==> config.mk <==
export PLATFORM = sky130hd
export DESIGN_NAME = ecc_11to16_core
export DESIGN_NICKNAME = d
export VERILOG_FILES = /design/src/rtl/ecc_pkg.sv /design/src/rtl/ecc_11to16_cnt.sv /design/src/rtl/ecc_11to16_core.sv
export SDC_FILE = /design/constraint.sdc
export NUM_CORES = 1
export LEC_CHECK = 0
export CORE_MARGIN = 1
export CORE_UTILIZATION = 46
export DETAILED_ROUTE_END_ITERATION = 16
export GPL_TIMING_DRIVEN = 0
export HOLD_SLACK_MARGIN = 0.12
export PLACE_DENSITY_LB_ADDON = 0.12
export SLEW_MARGIN = 40
export SYNTH_ARGS = -nofsm -noshare
export SYNTH_HDL_FRONTEND = slang
export SYNTH_SLANG_ARGS = --single-unit
==> constraint.sdc <==
create_clock -name clk -period 2.9 [get_ports clk]
set_input_delay 0.435 -clock clk [delete_from_list [all_inputs] [get_ports clk]]
set_output_delay 0.435 -clock clk [all_outputs]
set_load 0.02 [all_outputs]
==> src/rtl/ecc_pkg.sv <==
// Shared constants and helper functions for the 11-to-16 SECDED code.
// The data-bit position table and the parity masks are kept here so the
// encoder and the decoder can never disagree on the codeword layout.
package ecc_pkg;

  localparam int DATA_W = 11;
  localparam int CODE_W = 16;
  localparam int SYN_W  = 4;

  // Codeword index of each data bit, data[0] first.
  localparam logic [3:0] DATA_POS [DATA_W] = '{
    4'd3, 4'd5, 4'd6, 4'd7, 4'd9, 4'd10, 4'd11, 4'd12, 4'd13, 4'd14, 4'd15
  };

  // Bits covered by Hamming parity p(2^k): every index 1..15 with bit k set,
  // excluding the parity bit's own position.
  localparam logic [CODE_W-1:0] PAR_MASK [SYN_W] = '{
    16'hAAA8, 16'hCCC8, 16'hF0E0, 16'hFE00
  };

  // Build the full codeword: scatter data, fill Hamming parities, then the
  // overall parity in bit 0 so the whole word has even parity.
  function automatic logic [CODE_W-1:0] ecc_encode(input logic [DATA_W-1:0] data);
    logic [CODE_W-1:0] code;
    code = 16'h0000;
    for (int i = 0; i < DATA_W; i++) begin
      code[DATA_POS[i]] = data[i];
    end
    for (int k = 0; k < SYN_W; k++) begin
      code[32'd1 << k] = ^(code & PAR_MASK[k]);
    end
    code[0] = ^code[CODE_W-1:1];
    return code;
  endfunction

  // XOR of the indices of all set bits among code[15:1].
  function automatic logic [SYN_W-1:0] ecc_syndrome(input logic [CODE_W-1:0] code);
    logic [SYN_W-1:0] syn;
    syn = 4'd0;
    for (int i = 1; i < CODE_W; i++) begin
      syn = syn ^ (code[i] ? 4'(i) : 4'd0);
    end
    return syn;
  endfunction

  // Gather the data bits back out of a codeword.
  function automatic logic [DATA_W-1:0] ecc_extract(input logic [CODE_W-1:0] code);
    logic [DATA_W-1:0] data;
    data = 11'h000;
    for (int i = 0; i < DATA_W; i++) begin
      data[i] = code[DATA_POS[i]];
    end
    return data;
  endfunction

endpackage

==> src/rtl/ecc_11to16_cnt.sv <==
// Saturating event counter with synchronous clear; clear wins over increment.
module ecc_11to16_cnt
  import ecc_pkg::*;
#(
  parameter int CNT_W = 16
) (
  input  logic             clk,
  input  logic             rst_n,
  input  logic             clr,
  input  logic             inc,
  output logic [CNT_W-1:0] cnt
);

  localparam logic [CNT_W-1:0] CNT_ZERO = {CNT_W{1'b0}};
  localparam logic [CNT_W-1:0] CNT_ONE  = {{(CNT_W-1){1'b0}}, 1'b1};
  localparam logic [CNT_W-1:0] CNT_MAX  = {CNT_W{1'b1}};

  logic [CNT_W-1:0] cnt_r;

  // Count flagged cycles, stick at all-ones, clear on request.
  always_ff @(posedge clk or negedge rst_n) begin
    if (!rst_n) begin
      cnt_r <= CNT_ZERO;
    end else if (clr) begin
      cnt_r <= CNT_ZERO;
    end else if (inc && (cnt_r != CNT_MAX)) begin
      cnt_r <= cnt_r + CNT_ONE;
    end else begin
      cnt_r <= cnt_r;
    end
  end

  assign cnt = cnt_r;

endmodule

==> src/rtl/ecc_11to16_core.sv <==
// SECDED 11-to-16 encoder/decoder with correctable/uncorrectable error
// statistics. Encode and decode paths are combinational and reset-free;
// only the two event counters are clocked.
module ecc_11to16_core
  import ecc_pkg::*;
#(
  parameter int CNT_W = 16
) (
  input  logic              clk,
  input  logic              rst_n,
  input  logic [DATA_W-1:0] enc_in,
  output logic [CODE_W-1:0] enc_out,
  input  logic [CODE_W-1:0] dec_in,
  output logic [DATA_W-1:0] dec_out,
  output logic              err_correct,
  output logic              err_uncorrect,
  output logic [SYN_W-1:0]  err_location,
  input  logic              cnt_clr,
  output logic [CNT_W-1:0]  corr_cnt,
  output logic [CNT_W-1:0]  uncorr_cnt
);

  logic [CODE_W-1:0] enc_code_s;
  logic [SYN_W-1:0]  syn_s;
  logic              par_s;
  logic [CODE_W-1:0] fixed_s;
  logic              corr_s;
  logic              uncorr_s;
  logic [SYN_W-1:0]  loc_s;
  logic [1:0]        rst_sync_r;
  logic              cnt_rst_n_s;

  // Encoder: data word to full SECDED codeword.
  always_comb begin
    enc_code_s = ecc_encode(enc_in);
  end

  // Decoder: classify by overall parity and syndrome, flip the single bad
  // bit when correctable. S=0 with P=1 means the overall parity bit itself.
  always_comb begin
    syn_s    = ecc_syndrome(dec_in);
    par_s    = ^dec_in;
    fixed_s  = dec_in;
    corr_s   = 1'b0;
    uncorr_s = 1'b0;
    loc_s    = 4'd0;
    case ({par_s, (syn_s != 4'd0)})
      2'b00: begin
        corr_s   = 1'b0;
        uncorr_s = 1'b0;
      end
      2'b01: begin
        uncorr_s = 1'b1;
      end
      2'b10, 2'b11: begin
        corr_s         = 1'b1;
        loc_s          = syn_s;
        fixed_s[syn_s] = ~dec_in[syn_s];
      end
      default: begin
        corr_s   = 1'b0;
        uncorr_s = 1'b0;
      end
    endcase
  end

  assign enc_out       = enc_code_s;
  assign dec_out       = ecc_extract(fixed_s);
  assign err_correct   = corr_s;
  assign err_uncorrect = uncorr_s;
  assign err_location  = loc_s;

  // Reset synchronizer: assert immediately, release two clocks after rst_n rises.
  always_ff @(posedge clk or negedge rst_n) begin
    if (!rst_n) begin
      rst_sync_r <= 2'b00;
    end else begin
      rst_sync_r <= {rst_sync_r[0], 1'b1};
    end
  end

  assign cnt_rst_n_s = rst_sync_r[1];

  ecc_11to16_cnt #(.CNT_W(CNT_W)) u_corr_cnt (
    .clk   (clk),
    .rst_n (cnt_rst_n_s),
    .clr   (cnt_clr),
    .inc   (corr_s),
    .cnt   (corr_cnt)
  );

  ecc_11to16_cnt #(.CNT_W(CNT_W)) u_uncorr_cnt (
    .clk   (clk),
    .rst_n (cnt_rst_n_s),
    .clr   (cnt_clr),
    .inc   (uncorr_s),
    .cnt   (uncorr_cnt)
  );

endmodule

==> Yosys cells after proc, flatten, opt, wreduce, memory -nomap -nowiden <==
Index checks and enable logic that the tools add are counted.
{ "totals": {"ff_bits": 34, "n_memories": 0, "mem_bits_rw": 0, "latch_bits": 0, "rom_bits": 0} }
{ "classes": {"shifts": 0, "eq_ne": 5, "reduce_logical": 13, "mul": 0, "n_addsub": 2, "muxes": 28, "bitwise": 15, "magnitude_cmp": 2, "n_div": 0} }
{ "op_table": {"columns": ["operator", "n"], "rows": [
  ["2-to-1 mux 16 bit", 5],
  ["parity 16 bit", 5],
  ["2-to-1 mux 4 bit", 9],
  ["adder 16 x 1 -> 16 bit, second input constant", 2],
  ["inequality test 16 bit, second input constant", 2],
  ["XOR 4 bit", 7],
  ["bitwise mux 16 bit", 1],
  ["parity 15 bit", 1],
  ["2-to-1 mux 3 bit", 4],
  ["XOR 3 bit", 3],
  ["less-than comparator 4 x 5 -> 1 bit, second input constant", 1],
  ["2-to-1 mux 1 bit", 5],
  ["binary-select mux 1 bit (select 4 bit)", 1],
  ["demux 1 bit (select 4 bit)", 1],
  ["== test 2 bit, second input constant", 2],
  ["greater-or-equal comparator 4 x 1 -> 1 bit, second input constant", 1],
  ["2-to-1 mux 2 bit", 2],
  ["nonzero test 2 bit", 2],
  ["nonzero test 4 bit", 1],
  ["XOR 3 x 4 -> 4 bit", 1],
  ["logical AND 1 bit", 3],
  ["XOR 2 x 3 -> 3 bit", 1],
  ["== test 2 x 1 -> 1 bit, second input constant", 1],
  ["OR reduction 2 bit", 1],
  ["3 further kinds", 3]
]} }

==> Logic depth before layout (Yosys ltp) <==
Gate-level depths: netlist of the first run.
{ "depth": {"ltp_word": 22, "depth_mapped": 10} }

==> By module <==
A second synthesis of the first run with hierarchy kept.
{ "hier_totals": {"hier_cells": 317, "area_unflattened_um2": 2892.8} }
{ "modules_own_cells": {"columns": ["mod", "seq_area_each_um2", "n_inst", "area_per_inst_um2", "cells_per_inst"], "rows": [
  ["ecc_11to16_cnt", 400.4, 2, 942.2, 98],
  ["ecc_11to16_core", 50.0, 1, 1008.5, 121]
]} }

==> Worst setup path before layout of the first run <==
Ideal clock, no wire load.
{ "synth_path": {"path_type": "input to output", "startpoint": "input port dec_in[7]", "endpoint": "output port dec_out[2]", "arrival_ns": 2.398, "path_stages": 6, "slack_ns": 0.067, "path_cell_list": "xnor2_1 -> xnor3_1 -> xor2_1 -> or3_1 -> or3_1 -> xnor2_1"} }
{ "synth_via": {"elab_chain_cells": 16, "word_cells_on_any_way": 25} }
{ "synth_rtl": {"columns": ["element", "line_no", "rtl"], "rows": [
  ["start, declared", "ecc_11to16_core.sv:13", "input logic [CODE_W-1:0] dec_in,"],
  ["2-to-1 mux 3 bit", "ecc_pkg.sv:41", "syn = syn ^ (code[i] ? 4'(i) : 4'd0);"],
  ["XOR 3 bit", "ecc_pkg.sv:41", null],
  ["XOR 3 x 4 -> 4 bit", "ecc_pkg.sv:41", null],
  ["XOR 4 bit (7 in a row)", "ecc_pkg.sv:41", null],
  ["less-than comparator 4 x 5 -> 1 bit (not written as such) or greater-or-equal comparator 4 x 1 -> 1 bit (tied branches)", "ecc_11to16_core.sv:58", "fixed_s[syn_s] = ~dec_in[syn_s];"],
  ["logical AND 1 bit (not written as such)", "ecc_11to16_core.sv:58", null],
  ["2-to-1 mux 1 bit (not written as such)", "ecc_11to16_core.sv:58", null],
  ["demux 1 bit (select 4 bit)", "ecc_11to16_core.sv:58", null],
  ["bitwise mux 16 bit", "ecc_11to16_core.sv:58", null],
  ["2-to-1 mux 16 bit *", "ecc_11to16_core.sv:47", "case ({par_s, (syn_s != 4'd0)})"],
  ["end, declared", "ecc_11to16_core.sv:14", "output logic [DATA_W-1:0] dec_out,"]
]} }
Every way passes the cells marked *; elsewhere a longest branch is shown, timed or not. The select of a mux whose other input is x is not followed.

==> Worst setup path in the final report of the first run <==
{ "layout_path": {"startpoint": "input port dec_in[15]", "endpoint": "output port dec_out[5]"} }
{ "layout_via": {"elab_chain_cells": 8, "word_cells_on_any_way": 17} }
{ "layout_rtl": {"columns": ["element", "line_no"], "rows": [
  ["2-to-1 mux 4 bit", "ecc_pkg.sv:41"],
  ["XOR 4 bit", "ecc_pkg.sv:41"],
  ["less-than comparator 4 x 5 -> 1 bit (not written as such) or greater-or-equal comparator 4 x 1 -> 1 bit (tied branches)", "ecc_11to16_core.sv:58"],
  ["logical AND 1 bit (not written as such)", "ecc_11to16_core.sv:58"],
  ["2-to-1 mux 1 bit (not written as such)", "ecc_11to16_core.sv:58"],
  ["demux 1 bit (select 4 bit)", "ecc_11to16_core.sv:58"],
  ["bitwise mux 16 bit", "ecc_11to16_core.sv:58"],
  ["2-to-1 mux 16 bit *", "ecc_11to16_core.sv:47"]
]} }
Marks and branches as above.

==> results of run 1 <==
power groups by stage:
stage | Clock [mW] | Sequential [mW] | Combinational [mW]
after floorplan | 0 | 0.579 | 0.769
after CTS | 0.374 | 0.551 | 1.51
after global placement | 0 | 0.557 | 1.24
final | 0.368 | 0.550 | 1.68
after detailed placement | 0 | 0.560 | 1.26
after global routing | 0.392 | 0.555 | 1.78
cell usage after synthesis, types with 2 or more instances:
library cell	count
nor2_1	40
dfrtp_1	34
xor2_1	34
xnor2_1	32
nand2_1	22
nand3_1	20
buf_4	11
a21oi_1	8
nand4_1	7
or3_1	7
and2_1	6
nor4_1	6
o21ai_0	5
and3_1	4
and4_1	4
clkbuf_1	4
mux2_2	4
nor3_1	4
xnor2_4	4
xnor3_1	4
inv_1	3
mux2i_1	3
nor4b_1	3
buf_2	2
ha_1	2
or4_1	2
xnor2_2	2
xor2_2	2
final cells by class:
cell class	instances	area, um^2
multi-input combinational	234	1990
inverter	3	15.0
sequential	34	852
clock buffer	7	86.3
fill	378	1260
tap	72	90.1
buffer	18	125
clock inverter	1	5.00
timing repair buffer	125	1150
what timing repair did:
| item | CTS | global route |
|---|---|---|
| hold buffers | 0 | 0 |
| resized for setup | 129 | 45 |
| cloned | 0 | 0 |
| buffers inserted | 24 | 8 |
| pin swaps | 24 | 16 |
| endpoints found under the setup margin | 25 | 23 |
worst max-delay path: stages:
cell and delay, ns:
buf_2 0.25, xor2_1 0.23, xnor3_1 0.43, a21oi_2 0.19
nand2_2 0.11, o311ai_4 0.30, o21ai_2 0.13, mux2_4 0.29
buf_6 0.13
metal layers:
| metal | global-route usage | vias to the layer above |
|---|---|---|
| met5 | 0 | - |
| met4 | 0.0981 | 0 |
| met3 | 0.0314 | 18 |
| met2 | 0.416 | 104 |
| met1 | 0.296 | 1217 |
| li1 | - | 1238 |
flip-flops by register name, summed over array words and instances, names as in the netlist:
register and count:
rst_sync_r 2, u_uncorr_cnt.cnt 16, u_corr_cnt.cnt 16
how the worst min path moves through the flow:
| stage | from | endpoint | depth (start not counted) |
|---|---|---|---|
| after detailed placement | rst_sync_r[0] | rst_sync_r[1] | 0 |
| after global routing | rst_n | rst_sync_r[0] | 1 |
| final | rst_n | rst_sync_r[0] | 1 |
| after floorplan | rst_n | rst_sync_r[0] | 0 |
| after CTS | rst_n | rst_sync_r[0] | 1 |
| after global placement | rst_sync_r[0] | rst_sync_r[1] | 0 |
cell families (layout without fill, tap and decap cells):
family                     Yosys count  count (layout)  synth area share
and+or+nand+nor                    128             128             0.240
xor gates and xnor gates            79              79             0.322
adders and majority gates            2               2           0.00925
muxes                                7               7            0.0278
other                                1               1           0.00139
AOI/OAI and AO/OA                   17              17            0.0356
DFF                                 34              34             0.315
buffers and inverters               22             154            0.0495
stage by stage:
stage / hold WS [ns] / util
floorplan: 0.139 / -
global placement: 0.338 / 0.668
detailed placement: 0.336 / 0.670
CTS: 0.295 / 0.741
global route: 0.298 / 0.774
finish: 0.297 / 0.774
==> flow_summary.toml, run 1 <==
[outcome]
status = "finished, violations left"
violations = "negative setup slack"

[detailed_routing]
wl_met2_um = 3760
wl_per_cell_um = 15.2
avgViaCountPerCell = 5.22
wl_um = 7520
wl_met3_um = 388
top_layer = "met4"
first_pass_iters = 4
vias = 2577
wl_met1_um = 3180
drc = 0
drt_iter0_drc = 228
ant_nets = 0

[sta]
setup_viol = 5
rsz0062_at_grt = "yes"
hold_viol = 0
slew-limit-headroom = 0.519
tns_ns = -0.124
min_period_ns = 2.93
skew_ns = 0.00514
tightest_slew_ns = 0.721
fmax_mhz = 341
min_period_over_period = 1.01
setup_ws_ns = -0.0337
slew_violations = 0

[placed_design]
dpl_cell_area_um2 = 3730
gp_congestion = 0.873
io_buffers = 93
dp_hpwl_um = 4690
place_inst = 455
place_ws_ns = -1.03

[critical_path]
reg2reg_from = "u_corr_cnt.cnt[3]"
crit_fanout = 6
endpoint = "dec_out[5]"
reg2reg_setup_slack_ns = 0.51
crit_arrival_ns = 2.50
worstSetupPathType = "in -> out"
startpoint = "dec_in[15]"
ff2ff_path_depth = 8
worstSetupEndpointType = "output pin"
critPathRequiredTime_ns = 2.47
r2r-end = "u_corr_cnt.cnt[5]"
cp-start-kind = "input pin"

[synth]
yosysTopAreaCell = "dfrtp_1"
synth-seq-cells = 34
synthArstFlopShare = 1.00
avgSynthCellArea_um2 = 9.32
synth_edf_count = 0
syn_nets = 322
yosysTopAreaCellShare = 0.315
netlist_top_cells_area = "dfrtp_1 31%, xor2_1 11%, xnor2_1 10%, nor2_1 5.6%, xnor2_4 4.1%"
synth-main-ff-cell = "dfrtp_1"
ys_seq_area_frac = 0.315
synth_cell_types = 39
syn_area_um2 = 2700
yosysWarnings = 0
synthCells = 290

[clock_network]
clockRootBuffer = "clkbuf_8"
cts.clk_slew.worst_paths_ns = 0.07
clock_latency_ns = 0.29
cts.sinks = 34
cts_buffer_depth = 2
h-tree-depth = 2
cts_buffers = 5
cts_tree = "built"

[power_and_ir_drop]
swShare = 0.425
pwr-share-comb = 0.647
leakagePower_nw = 1.83
p_seq_frac = 0.211
peakVddDrop_uv = 368
intPower_mw = 1.50
power.total_mw = 2.60
power.net_switching_mw = 1.10
p_per_area_nw_per_um2 = 603
pwr-share-clk = 0.142

[die]
die_w_um = 78.7
num_rows = 27
die-area_um2 = 6190
num_io_pins = 95
die_y_um = 78.7
core_area_um2 = 5570
initial_core_util = 0.485

[grt]
overflow = 0
track_usage = 0.239
grt_pass1_vias = 2464
grt_pass1_wl_um = 11600
antenna_found_initial = 0
grt_max_degree = 33

[cells_and_area]
fin_cells = 494
nets = 453
most-common-layout-cells = "61 x clkdlybuf4s50_1, 39 x buf_4, 38 x nor2_1, 33 x dfrtp_1, 31 x xor2_1"
finalInstanceArea_um2 = 4310
diodes = 0
layout-area-overhead-vs-synth_pct = 59.5
final_common_cell = "clkdlybuf4s50_1"
drive_above_1_share = 0.282

[hold_path]
hold_path.class = "in -> async"

[run]
maxCapViolations = 0
(Power assumes the default switching activity.)
==> run 2, diff against run 1 <==
CORE_UTILIZATION = 49   (was 46)
RECOVER_POWER = 50   (was not set)
clock period = 3.78 ns   (was 2.9 ns; I/O delays follow)
==> flow_summary.toml, run 2 (synthesis gave the netlist of run 1 again) <==
[outcome]
status = "finished, violations left"
violations = "negative setup slack"

[critical_path]
crit_arrival_ns = 3.22
ff2ff_path_depth = 8
reg2reg_from = "u_corr_cnt.cnt[3]"
r2r-end = "u_corr_cnt.cnt[15]"
worstSetupPathType = "in -> out"
cp-start-kind = "input pin"
worstSetupEndpointType = "output pin"
reg2reg_setup_slack_ns = 1.35
critPathRequiredTime_ns = 3.21
crit_fanout = 4

[placed_design]
io_buffers = 93
dp_hpwl_um = 4870
gp_congestion = 0.852
dpl_cell_area_um2 = 3730
place_ws_ns = -0.466

[sta]
setup_ws_ns = -0.00484
setup_viol = 2
hold_viol = 0
slew-limit-headroom = 0.142
tightest_slew_ns = 1.29
rsz0062_at_grt = "yes"
min_period_over_period = 1.00
skew_ns = 0.00243
slew_violations = 0
min_period_ns = 3.78
fmax_mhz = 264

[power_and_ir_drop]
power.net_switching_uw = 716
swShare = 0.412
pwr-share-comb = 0.579
leakagePower_nw = 1.71
pwr-share-clk = 0.182
intPower_mw = 1.02
p_per_area_nw_per_um2 = 443
peakVddDrop_uv = 279
p_seq_frac = 0.240

[grt]
grt_pass1_wl_um = 11600
antenna_found_initial = 0
track_usage = 0.244
grt_pass1_vias = 2515
grt_max_degree = 33
overflow = 0

[cells_and_area]
most-common-layout-cells = "50 x clkdlybuf4s50_1, 40 x nor2_1, 34 x dfrtp_1, 32 x xor2_1"
diodes = 0
fill_cells = 380
finalInstanceArea_um2 = 3930
nets = 427
final_core_util = 0.755
layout-area-overhead-vs-synth_pct = 45.3
final_common_cell = "clkdlybuf4s50_1"
drive_above_1_share = 0.131

[die]
die-area_um2 = 5820
num_rows = 26
die_w_um = 76.3
core_area_um2 = 5200
initial_core_util = 0.519
die_y_um = 76.3
num_io_pins = 95

[detailed_routing]
first_pass_iters = 4
drt_iter0_drc = 167
drc = 0
wl_per_cell_um = 14.3
vias = 2460
avgViaCountPerCell = 5.28
ant_nets = 0
wl_um = 6660

[clock_network]
cts.clk_slew.worst_paths_ns = 0.07
h-tree-depth = 2
cts_tree = "built"
clockRootBuffer = "clkbuf_8"
cts.sinks = 34
cts_buffer_depth = 2
clock_latency_ns = 0.28
cts_buffers = 5

[hold_path]
hold_end = "rst_sync_r[1]"
hp-start = "rst_sync_r[0]"
hold_path.class = "reg -> reg"
whs_path_depth = 0

[run]
maxCapViolations = 0
## run 2: cell count changes in the layout (fill, tap and decap cells not counted), sizes merged
cell           before  now
buf                65   21
dlygate4sd3         0   28
clkdlybuf4s50      61   50
dlygate4sd2         7   12
clkdlybuf4s15       5    1
dlymetal6s2s        0    2
clkbuf             12   11
clkinv              1    0
clkinvlp            1    0
inv                 2    3
## run 2: what timing repair did
| action | 4_1_cts | 5_1_grt |
|---|---|---|
| gates cloned | 0 | 0 |
| endpoints found under the setup margin | 16 | 11 |
| resized for setup | 24 | 3 |
| hold buffers | 0 | 0 |
| pin swaps | 4 | 2 |
| buffers inserted | 5 | 1 |
## run 2: power by group through the flow
stage | clock network, mW | logic, mW | registers [mW]
after floorplan | 0 | 0.590 | 0.444
after global placement | 0 | 0.957 | 0.424
after detailed placement | 0 | 0.964 | 0.426
after CTS | 0.319 | 1.01 | 0.419
after global routing | 0.336 | 1.08 | 0.422
final | 0.316 | 1.01 | 0.417
## run 2: critical path, cell delays in order
cell,delay [ns]
dlygate4sd2_1,0.33
xnor3_1,0.49
xnor3_1,0.35
a21oi_1,0.22
nand2_1,0.12
o311ai_0,0.32
o21ai_1,0.19
mux2_2,0.30
dlygate4sd2_1,0.32
## run 2: worst max path at each step
stage / slack (ns) / from / endpoint / depth (start not counted)
final: -0.005 / dec_in[13] / dec_out[10] / 9
after global routing: -0.05 / dec_in[6] / dec_out[6] / 10
after CTS: 0.03 / dec_in[14] / err_location[0] / 8
after detailed placement: -0.47 / dec_in[7] / dec_out[2] / 8
after global placement: -0.42 / dec_in[7] / dec_out[2] / 8
after floorplan: 0.68 / dec_in[7] / dec_out[2] / 6
## run 2: through the flow
step	hold slack (ns)	setup TNS (ns)	instances	total power [mW]
after global routing	0.383	-0.240	466	1.84
after CTS	0.349	0	465	1.75
final	0.365	-0.00927	466	1.74
after floorplan	0.271	0	290	1.03
after detailed placement	0.348	-3.19	453	1.39
after global placement	0.338	-2.87	453	1.38
## run 2: metal layers
layer / share of wire / up-vias / global-route usage
met3: 0.064 / 9 / 0.0419
met4: 0.013 / 0 / 0.0923
met5: 0 / - / 0
met2: 0.51 / 106 / 0.429
li1: - / 1188 / -
met1: 0.41 / 1157 / 0.297
## run 2: area by class of cell
| type | count | area (um^2) | area share |
|---|---|---|---|
| inverters | 3 | 11.3 | 0.00287 |
| repair buffers | 99 | 967 | 0.246 |
| clock buffers | 8 | 110 | 0.0280 |
| multi-input cells | 234 | 1780 | 0.454 |
| flip-flops and latches | 34 | 851 | 0.216 |
| plain buffers | 18 | 119 | 0.0302 |
| well taps | 70 | 87.6 | 0.0223 |
==> run 3, diff against run 2 <==
CORE_UTILIZATION = 51   (was 49)
SYNTH_HIERARCHICAL = 1   (was not set)
clock period = 4.67 ns   (was 3.78 ns; I/O delays follow)
==> flow_summary.toml, run 3 <==
[power_and_ir_drop]
leakagePower_nw = 1.68
p_per_area_nw_per_um2 = 311
power.total_mw = 1.25
peakVddDrop_uv = 261

[detailed_routing]
first_pass_iters = 4
ant_nets = 0
wl_um = 7210
avgViaCountPerCell = 5.74
drc = 0
vias = 2814
wl_per_cell_um = 14.7
drt_iter0_drc = 174

[clock_network]
cts_hold_buf = 0
cts_resized = 0
cts.sinks = 34
cts_tree = "built"
clockRootBuffer = "clkbuf_8"
cts_buffer_depth = 2
cts_buffers = 5
clock_latency_ns = 0.29
h-tree-depth = 2
postCtsSetupRepairBufs = 0
cts.clk_slew.worst_paths_ns = 0.07

[sta]
slew_violations = 0
hold_viol = 0
slew-limit-headroom = 0.112
rsz0062_at_grt = "no"
skew_ns = 0.00792
min_period_ns = 4.17
min_period_over_period = 0.893
setup_viol = 0
tightest_slew_ns = 1.33
tns_ns = 0
hold_ws_ns = 0.381
fmax_mhz = 240
setup_ws_ns = 0.500

[critical_path]
worstSetupPathType = "in -> out"
worstSetupEndpointType = "output pin"
crit_arrival_ns = 3.47
ff2ff_path_depth = 5
crit_slowest_cell = "clkdlybuf4s50_1"
cp_num_buf_inv = 2
critPathRequiredTime_ns = 3.97
crit_fanout = 6
crit_family = "buffers and inverters"
crit_path_frequent_cell = "clkdlybuf4s50_1"
crit_chain = "clkdlybuf4s50_1, xor2_2, xnor3_2, xor2_1, nand2_1, a221o_1, clkdlybuf4s50_1"
cp_num_cells = 7
cp_slowest_stage_delay_ns = 0.59
cp-start-kind = "input pin"

[placed_design]
place_ws_ns = 0.511
dp_hpwl_um = 5350
io_buffers = 93
gp_congestion = 0.904

[synth]
syn_nets = 349
synth_top_family_by_area = "simple AND/OR/NAND/NOR gates"
synth_cell_types = 47
yosysTopAreaCell = "dfrtp_1"
synth-seq-cells = 34
netlist_top_cells_area = "dfrtp_1 29%, xnor2_1 11%, a21oi_1 4.0%, nand2_1 3.9%, o31ai_1 3.6%"
yosysWarnings = 6
synth_edf_count = 0
synth_compound_area_frac = 0.148
yosysTopAreaCellShare = 0.294
ys_top_cells_by_count = "37 x xnor2_1, 34 x dfrtp_1, 30 x nand2_1, 23 x a21oi_1, 14 x o31ai_1"
synthAdderAreaFrac = 0.00865
synth-main-ff-cell = "dfrtp_1"
ys_seq_area_frac = 0.294
synthCells = 317
synthArstFlopShare = 1.00
avgSynthCellArea_um2 = 9.13
synth_most_common_cell = "xnor2_1"
synthMuxAreaShare = 0.0389
synth_xor_area_frac = 0.195
syn_area_um2 = 2890
synth-simple-area-share = 0.255

[grt]
overflow = 0
grt_pass1_wl_um = 12400
grt_max_degree = 33
grt_pass1_vias = 2721
antenna_found_initial = 0
track_usage = 0.254

[cells_and_area]
layout-area-overhead-vs-synth_pct = 39.1
final_common_cell = "clkdlybuf4s50_1"
diodes = 0
drive_above_1_share = 0.124
most-common-layout-cells = "61 x clkdlybuf4s50_1, 37 x xnor2_1, 34 x dfrtp_1, 32 x dlygate4sd3_1, 30 x nand2_1"
nets = 449

[die]
die_w_um = 77.3
die_y_um = 77.3
core_area_um2 = 5470
die-area_um2 = 5980
num_rows = 27
initial_core_util = 0.529
num_io_pins = 95

[hold_path]
whs_path_depth = 0
hold_path.class = "reg -> reg"

[run]
maxCapViolations = 0

[outcome]
status = "completed"
[run 3: metal layers]
metal  up-vias  GRT usage  share of wire  wire length (um)
met5         -          0              0                 0
met4         0     0.0925          0.013                96
met3         8     0.0452          0.052               377
met2       105      0.437           0.49              3530
met1      1337      0.316           0.44              3200
li1       1364          -              -                 -
[run 3: cell type report]
| type | instances | area (um^2) |
|---|---|---|
| fill | 420 | 1450 |
| inverter | 8 | 30.0 |
| timing repair buffer | 93 | 931 |
| multi-input combinational | 253 | 1870 |
| clock buffer | 8 | 110 |
| buffer | 22 | 140 |
| tap | 72 | 90.1 |
| sequential | 34 | 851 |
[run 3: power by group]
group	switching [mW]	internal, mW
Sequential	0.0236	0.308
Clock	0.108	0.149
Combinational	0.375	0.287
Total	0.506	0.745
[run 3: cells by family (layout without fill, tap and decap cells)]
| logic type | count (synthesis) | count (layout) |
|---|---|---|
| XOR/XNOR | 56 | 56 |
| multiplexers | 10 | 10 |
| AO/OA/AOI/OAI | 64 | 64 |
| flip-flops | 34 | 34 |
| adder cells (fa/ha/maj) | 2 | 2 |
| buffers and inverters | 30 | 131 |
| AND/OR/NAND/NOR | 120 | 120 |
| other | 1 | 1 |
[run 3: through the flow]
step / instances / util / instance area, um^2
global route: 490 / 0.735 / 4020
CTS: 490 / 0.735 / 4030
finish: 490 / 0.735 / 4020
detailed placement: 482 / 0.715 / 3920
floorplan: 317 / - / 2890
global placement: 482 / 0.715 / 3910
[run 3: path summary, 6_finish.rpt]
kind                                        end  slack (ns)           startpoint
hold reg to reg                   rst_sync_r[1]        0.38        rst_sync_r[0]
setup reg to reg           u_uncorr_cnt/cnt[15]        2.66  u_uncorr_cnt/cnt[0]
setup / recovery                  err_uncorrect        0.50           dec_in[11]
min in group asynchronous    u_corr_cnt/cnt[11]        0.56        rst_sync_r[1]
max in group asynchronous   u_uncorr_cnt/cnt[7]        3.33        rst_sync_r[1]
hold / removal                    rst_sync_r[1]        0.38        rst_sync_r[0]
